[src/rtl/ssd_pkg.sv]
// Shared widths, anode constants and scan types for the 7-segment scan multiplexer.
package ssd_pkg;

  localparam int unsigned NIBBLE_W   = 4;
  localparam int unsigned MAX_DIGITS = 8;
  localparam int unsigned IDX_W      = 3;

  localparam logic [MAX_DIGITS-1:0] ANODE_OFF = 8'hFF;

  typedef enum logic {
    BLANK,
    SHOW
  } scan_state_t;

  typedef struct packed {
    logic [NIBBLE_W*MAX_DIGITS-1:0] value;
    logic [MAX_DIGITS-1:0]          en;
    logic [MAX_DIGITS-1:0]          dp;
  } disp_t;

endpackage

[src/rtl/ssd_refresh_timer.sv]
// Slot counter and BLANK/SHOW phase FSM; produces digit index and slot/frame strobes.
module ssd_refresh_timer
  import ssd_pkg::*;
#(
  parameter int unsigned TICKS_PER_DIGIT = 100000,
  parameter int unsigned BLANK_TICKS     = 1000,
  parameter int unsigned NUM_DIGITS      = 8
) (
  input  logic             clk,
  input  logic             rst,
  output logic [IDX_W-1:0] digit_idx,
  output logic [IDX_W-1:0] digit_idx_nxt,
  output logic             show_start,
  output logic             slot_wrap,
  output logic             frame_wrap
);

  localparam int unsigned CNT_W = $clog2(TICKS_PER_DIGIT);

  logic [CNT_W-1:0] cnt_q, cnt_d;
  logic [IDX_W-1:0] idx_q, idx_d;
  scan_state_t      state_q, state_d;
  logic             last_tick;
  logic             blank_last;

  assign last_tick  = (cnt_q == CNT_W'(TICKS_PER_DIGIT - 1));
  assign blank_last = (cnt_q == CNT_W'(BLANK_TICKS - 1));

  always_ff @(posedge clk or posedge rst) begin
    if (rst) begin
      state_q <= BLANK;
    end else begin
      state_q <= state_d;
    end
  end

  always_comb begin
    state_d = state_q;
    unique case (state_q)
      BLANK: if (blank_last) state_d = SHOW;
      SHOW:  if (last_tick)  state_d = BLANK;
      default: state_d = BLANK;
    endcase
  end

  always_comb begin
    show_start = (state_q == BLANK) && blank_last;
    slot_wrap  = (state_q == SHOW) && last_tick;
    frame_wrap = slot_wrap && (idx_q == IDX_W'(NUM_DIGITS - 1));
  end

  always_comb begin
    cnt_d         = last_tick ? '0 : cnt_q + 1'b1;
    digit_idx_nxt = (idx_q == IDX_W'(NUM_DIGITS - 1)) ? '0 : idx_q + 1'b1;
    idx_d         = slot_wrap ? digit_idx_nxt : idx_q;
  end

  always_ff @(posedge clk or posedge rst) begin
    if (rst) begin
      cnt_q <= '0;
      idx_q <= '0;
    end else begin
      cnt_q <= cnt_d;
      idx_q <= idx_d;
    end
  end

  assign digit_idx = idx_q;

endmodule

[src/rtl/ssd_scan_mux.sv]
// 8-digit hex scan multiplexer with frame-synchronous double buffering and anode blanking.
module ssd_scan_mux
  import ssd_pkg::*;
#(
  parameter int unsigned TICKS_PER_DIGIT = 100000,
  parameter int unsigned BLANK_TICKS     = 1000,
  parameter int unsigned NUM_DIGITS      = 8
) (
  input  logic                           clk,
  input  logic                           rst,
  input  logic                           load,
  input  logic [NIBBLE_W*MAX_DIGITS-1:0] value_in,
  input  logic [MAX_DIGITS-1:0]          en_in,
  input  logic [MAX_DIGITS-1:0]          dp_in,
  output logic [NIBBLE_W-1:0]            digit_val,
  output logic                           dp_n,
  output logic [MAX_DIGITS-1:0]          an,
  output logic [IDX_W-1:0]               digit_idx,
  output logic                           frame_tick,
  output logic                           load_pending
);

  logic [IDX_W-1:0] idx_nxt;
  logic             show_start;
  logic             slot_wrap;
  logic             frame_wrap;

  ssd_refresh_timer #(
    .TICKS_PER_DIGIT(TICKS_PER_DIGIT),
    .BLANK_TICKS    (BLANK_TICKS),
    .NUM_DIGITS     (NUM_DIGITS)
  ) u_timer (
    .clk          (clk),
    .rst          (rst),
    .digit_idx    (digit_idx),
    .digit_idx_nxt(idx_nxt),
    .show_start   (show_start),
    .slot_wrap    (slot_wrap),
    .frame_wrap   (frame_wrap)
  );

  disp_t                 shadow_q, shadow_d;
  disp_t                 active_q, active_d;
  logic                  load_pending_q, load_pending_d;
  logic [NIBBLE_W-1:0]   digit_val_q, digit_val_d;
  logic                  dp_n_q, dp_n_d;
  logic [MAX_DIGITS-1:0] an_q, an_d;
  logic                  frame_tick_q, frame_tick_d;

  always_comb begin
    shadow_d       = load ? {value_in, en_in, dp_in} : shadow_q;
    active_d       = (frame_wrap && load_pending_q) ? shadow_q : active_q;
    load_pending_d = load ? 1'b1 : (frame_wrap ? 1'b0 : load_pending_q);
    frame_tick_d   = frame_wrap;

    // Read through active_d so digit 0 sees data committed on this same edge.
    digit_val_d = digit_val_q;
    dp_n_d      = dp_n_q;
    if (slot_wrap) begin
      digit_val_d = active_d.value[{idx_nxt, 2'b00} +: NIBBLE_W];
      dp_n_d      = ~active_d.dp[idx_nxt];
    end

    an_d = an_q;
    if (slot_wrap) begin
      an_d = ANODE_OFF;
    end else if (show_start) begin
      an_d            = ANODE_OFF;
      an_d[digit_idx] = ~active_q.en[digit_idx];
    end
  end

  always_ff @(posedge clk or posedge rst) begin
    if (rst) begin
      shadow_q       <= '0;
      active_q       <= '0;
      load_pending_q <= 1'b0;
      digit_val_q    <= '0;
      dp_n_q         <= 1'b1;
      an_q           <= ANODE_OFF;
      frame_tick_q   <= 1'b0;
    end else begin
      shadow_q       <= shadow_d;
      active_q       <= active_d;
      load_pending_q <= load_pending_d;
      digit_val_q    <= digit_val_d;
      dp_n_q         <= dp_n_d;
      an_q           <= an_d;
      frame_tick_q   <= frame_tick_d;
    end
  end

  assign digit_val    = digit_val_q;
  assign dp_n         = dp_n_q;
  assign an           = an_q;
  assign frame_tick   = frame_tick_q;
  assign load_pending = load_pending_q;

endmodule

[config.mk]
export PLATFORM = sky130hd
export DESIGN_NAME = ssd_scan_mux
export DESIGN_NICKNAME = d
export VERILOG_FILES = /design/src/rtl/ssd_pkg.sv /design/src/rtl/ssd_refresh_timer.sv /design/src/rtl/ssd_scan_mux.sv
export SDC_FILE = /design/constraint.sdc
export NUM_CORES = 1
export LEC_CHECK = 0
export CORE_MARGIN = 5
export CORE_UTILIZATION = 60
export DETAILED_ROUTE_END_ITERATION = 8
export HOLD_SLACK_MARGIN = 0.05
export PLACE_DENSITY = 0.95
export RECOVER_POWER = 50
export SETUP_SLACK_MARGIN = 0.02
export SYNTH_ARGS = -nofsm -noshare
export SYNTH_HDL_FRONTEND = slang
export SYNTH_SLANG_ARGS = --single-unit
[constraint.sdc]
create_clock -name clk -period 10.6 [get_ports clk]
set_input_delay 1.06 -clock clk [delete_from_list [all_inputs] [get_ports clk]]
set_output_delay 1.06 -clock clk [all_outputs]
set_load 0.02 [all_outputs]
* Word level (Yosys, flattened, before mapping)
Cells that the tools add are included.
W data, S select, Z words.
** Storage, ports and cells
- Output and inout port bits :: 18
- Register bits :: 132
- Word-level logic and storage cells :: 51
- Input port bits :: 51
** Operators by class
- Shift-type cells :: 1
- Bitwise gates (word level) :: 5
- Mux-type cells :: 16
- Reduce and logical (&&, ||, !) cells :: 7
- $lt $le $gt $ge :: 3
- Add/subtract/negate cells :: 2
- Eq/ne operators :: 3
** Operators by type and width (number)
- $mux W48 :: 1
- $shiftx A32 B6 Y4 :: 1
- $add A17 B1 Y17 const B :: 1
- $eq A17 B10 Y1 const B :: 1
- $eq A17 B17 Y1 const B :: 1
- $mux W17 :: 1
- $mux W8 :: 2
- $lt A3 B4 Y1 const B :: 2
- $not A8 Y8 :: 1
- $or A8 B8 Y8 :: 1
- $mux W1 :: 7
- $bmux W1 S3 :: 2
- $logic_and A1 B1 Y1 :: 5
- $reduce_bool A2 Y1 :: 2
- $add A3 B1 Y3 const B :: 1
- $demux W1 S3 :: 1
- $eq A3 B3 Y1 const B :: 1
- $ge A3 B1 Y1 const B :: 1
- $mux W3 :: 1
- $not A1 Y1 :: 3
- $pmux W1 S2 :: 1

* Longest topological paths before layout
- Depth after elaboration :: 8
- Mapped depth :: 10
- Gate-level depth less buffers :: 8

* Hierarchy
From an unflattened synthesis, not the netlist that was laid out.
** Unflattened totals
- Cells, all modules :: 408
- Area, all modules :: 5635.4 um2
** By module, submodules not included
- ssd_scan_mux :: cells an instance 308, seq. area each 2788.9 um2, area each 4559.4 um2, times used 1
- ssd_refresh_timer :: cells an instance 100, seq. area each 525.5 um2, area each 1076.0 um2, times used 1

* Worst setup path before layout
Ideal clock, no wire load.
- Path kind :: register -> register
- Start point :: reg u_timer.idx_q[1] (netlist: u_timer.digit_idx[1])
- End point :: reg digit_val_q[3] (netlist: digit_val[3])
- Setup slack :: 8.367 ns
- Data required time :: 10.523 ns
- Cell stages (with the launch flop) :: 10
- Arrival time :: 2.157 ns
- Clock period less this slack :: 2.233 ns
- Setup time :: 0.077 ns
- Buffers on the path :: 1
- Cells stage by stage :: dfrtp_1 -> ha_1 -> ha_1 -> nor2_1 -> clkbuf_1 -> nand2_1 -> nand3_1 -> nand3_1 -> a31o_2 -> o21ai_1
** Between the ends
- Cells in the longest elaborated chain, start to end :: 5
- Elaborated cells on any way between the ends :: 7
- Those cells by class :: add/sub (1); eq/ne (1); shift (1); mux (2); reduce/logical (2)
** Ends and longest elaborated chain
- start: declaration :: line ssd_refresh_timer.sv:21 : logic [IDX_W-1:0] idx_q, idx_d;
- start signal: assignment :: line ssd_refresh_timer.sv:64 : idx_q <= idx_d;
- branches (longest 4 deep; another with $add A3 B1 Y3)
- $shiftx A32 B6 Y4 (*) :: line ssd_scan_mux.sv:60 : digit_val_d = active_d.value[{idx_nxt, 2'b00} +: NIBBLE_W];
- end signal: assignment :: line ssd_scan_mux.sv:86 : digit_val_q <= digit_val_d;
- end: declaration :: line ssd_scan_mux.sv:45 : logic [NIBBLE_W-1:0] digit_val_q, digit_val_d;
Mark *: on every way between the ends.
A chain may end at the register's enable or synchronous reset.

* Worst setup path in the final report
- Start point :: reg u_timer.idx_q[0] (netlist: u_timer.digit_idx[0])
- End point :: reg digit_val_q[1] (netlist: digit_val[1])
Same word-level chain as after synthesis.

==> impl_results.md <==
- Vias: 4,573
- Cells after Synth: 561
- Int Power: 0.934 mW
- Area of the multi-input gates: 2270 um2
- Failing checks: capacitance limit, slew limit
- CTS Sinks: 132
- TritonCTS clock tree: done
- Storage cell area: 3310 um2
- Hold/Removal Path Class: flop to flop
- Pwr Density: 167 nW/um2
- Post-CTS Setup Bufs: 0
- FF-to-FF setup slack: 6.02 ns
- WL/cell: 18.9 um
- Number of antenna violations at the first check in global routing: 0
- Antenna Violating Nets Remaining: 0
- First-pass GRT wire length: 24,000 um
- Die Ht: 108 um
- Placed Cells: 734
- Family with the most delay on the worst path: simple AND/OR/NAND/NOR gates
- CTS Buf Count: 17
- Critical Path AT: 5.00 ns
- Clock Tree Root: clkbuf_8
- Period utilisation layout: 43.2%
- Flops & latches, synth: 132
- Syn. warnings: 0
- Max Buffers Root-to-Sink: 2
- Most common cell after layout, fill and taps aside: nand2_1
- Mean Syn Cell Area: 10.3 um2
- Area Overhead vs Synth: 22.7%
- Synth Net Count: 615
- Required @ worst endpoint: 11.02 ns
- Worst-margin pin slew: 2.70 ns
- Seq pwr share: 45.4%
- Clock power frac: 50.0%
- Post-cts hold buffer count: 0
- Max-Cap Viols: 5
- Fmax: 0.218 GHz
- Post-CTS sizing: 0
- Most used cell, CP: ha_1
- Worst R2R Path Depth: 8
- Slew headroom: -79.8%
- Setup-failing EPs final: 0
- Hold Path Stages: 2
- DRC Markers: 0
- Setup_tns: 0 ns
- Vias in the first global route: 4,819
- Final Hold Viols: 0
- Ports: 69
- Number of enable flip-flop cells after synthesis: 0
- Clock Skews: 0.0112 ns
- Clock transition at path regs: 0.06 ns
- Maximum vdd ir drop: 0.000123 V
- Placer Congestion: 0.894
- Critical Path End Type: flop
- Combinational Power Share: 4.6%
- Tmin final: 4.58 ns
- Hold-critical path endpoint: active_q[0]
- Switch share: 21.1%
- Status: finished with violations
- FILL cells: 557
- Row cnt: 35
- CP max-delay cell: nor3_1
- Pin count of the biggest net entering global routing: 88
- Nets@finish: 678
- Diode count: 0
- Share of cells above drive strength 1: 14.9%
- Hold Startpoint: active_q[0]
- H-Tree Depth: 4
- Post-Syn Area: 5760 um2
- Dpl hpwl: 8660 um
- Switch Pwr: 0.250 mW
- Yosys cell types: 49
- Final Routed Wirelength: 14,500 um
- First-pass DRT Iterations: 6
- CP cell instances: ha_1 -> ha_1 -> nand2_1 -> nor3_1 -> buf_4 -> or3_1 -> o21ai_0 -> o311ai_1
- Total gr overflow: 0
- Most frequent cells in the layout: nand2_1 (182), dfrtp_1 (123), clkdlybuf4s50_1 (65)
- Vias/cell: 5.97
- Final slew viol count: 194
- Element type at the critical path start: flop
- Die Wd: 108 um
- Sequential fraction of the synthesis area: 57.5%
- Initial DRC count: 468
- Crit path buf inv count: 1
- All-layer global routing usage: 27.0%
- Ys flop type: dfrtp_1
- Die area: 11,700 um2
- Asr flop ratio synth: 100%
- Initial Utilization: 62.1%
- CP peak stage delay: 1.91 ns
- Crit path max fanout: 26
- I/O Buffers: 68
- Core ar.: 9280 um2
- Crit path kind: flop to flop
- RR Startpoint: u_timer.digit_idx[0]
- Worst-skew pair later-pin latency: 0.53 ns
- RSZ-0062 raised after global routing: no
- Pleak: 3.31 nW
- R2R Path End: digit_val[1]
- Fin cells: 766
==> sequential cells by signal, summed over array words and instances, names as in the netlist <==
signal             count
shadow_q              48
frame_tick             1
load_pending           1
digit_val              4
active_q              48
an                     8
u_timer.cnt_q         17
u_timer.state_q        1
u_timer.digit_idx      3
dp_n                   1
==> cell usage after synthesis (2+ instances only) <==
library cell / instances / share of area [%]
xor2_1: 8 / 1.2
o21ai_1: 3 / 0.26
mux2_2: 48 / 9.4
nand4_1: 12 / 1.3
nand2_1: 182 / 12
dfrtp_1: 123 / 53
o21ai_0: 18 / 1.6
buf_2: 3 / 0.26
ha_1: 3 / 0.65
clkbuf_1: 14 / 0.91
mux2_4: 3 / 0.78
a31oi_1: 5 / 0.54
a21oi_1: 8 / 0.69
nor3_1: 4 / 0.35
inv_1: 7 / 0.46
nand4b_1: 2 / 0.30
a31o_2: 2 / 0.30
xnor2_1: 7 / 1.1
and2_1: 4 / 0.43
or3_1: 2 / 0.22
dfstp_2: 9 / 4.1
nor2b_1: 7 / 0.76
mux2i_1: 7 / 1.2
nand3_1: 17 / 1.5
and3_1: 2 / 0.22
o2111ai_1: 2 / 0.30
buf_1: 10 / 0.65
nor2_1: 28 / 1.8
==> worst min-delay path, delay by kind of cell, from the launching register on <==
| family | cells | cell delay [ns] |
|---|---|---|
| simple gates | 2 | 0.10 |
| flops | 1 | 0.34 |
==> power by group through the flow <==
stage | Combinational (mW) | Sequential, mW | Clock (mW)
finish | 0.0544 | 0.537 | 0.592
global placement | 0.0522 | 0.544 | 0
detailed placement | 0.0545 | 0.545 | 0
global route | 0.0603 | 0.539 | 0.622
CTS | 0.0550 | 0.537 | 0.595
floorplan | 0.0305 | 0.539 | 0
==> cell type report <==
type,instances,area share [%]
tap,129,2.28
multi-input combinational,394,32.1
inverter,7,0.389
sequential,132,46.9
timing repair buffer,72,9.91
clock inverter,8,1.79
clock buffer,24,6.65
==> through the flow <==
stage	worst slack, ns	utilization, %	total power [mW]	hold slack [ns]	cell area [um2]
final	6.02	76.1	1.18	0.469	7070
after global routing	5.69	76.1	1.22	0.489	7070
after CTS	7.05	76.7	1.19	0.468	7120
after detailed placement	7.24	70.3	0.599	0.453	6530
after global placement	7.42	70.3	0.596	0.445	6530
after floorplan	6.03	-	0.569	0.431	5760
==> logic make-up (layout without fill, tap and decap cells) <==
group                    count (synthesis)  after routing  synth area share (%)
AO/OA/AOI/OAI                           46             46                  4.86
XOR/XNOR                                15             15                  2.28
adder cells (fa/ha/maj)                  3              3                 0.651
buffers and inverters                   35            111                  2.41
flip-flops                             132            132                  57.5
multiplexers                            58             58                  11.4
AND/OR/NAND/NOR                        272            272                  20.9
==> per-layer routing <==
metal  vias up  global-route usage [%]  share of wire [%]
li1       2004                       -                  -
met1      2199                    32.9                 38
met2       293                    44.6                 49
met3        77                    7.94                8.9
met4         0                    12.6                4.2
met5         -                       0                  0
==> worst max path at each step <==
stage	depth (start not counted)	slack, ns	startpoint	to
floorplan	1	6.03	rst	active_q[0]
global placement	8	7.42	u_timer.digit_idx[0]	digit_val[1]
detailed placement	8	7.24	u_timer.digit_idx[0]	digit_val[1]
CTS	8	7.05	u_timer.digit_idx[0]	digit_val[1]
global route	8	5.69	u_timer.digit_idx[0]	digit_val[1]
finish	8	6.02	u_timer.digit_idx[0]	digit_val[1]
(Power assumes the default switching activity.)
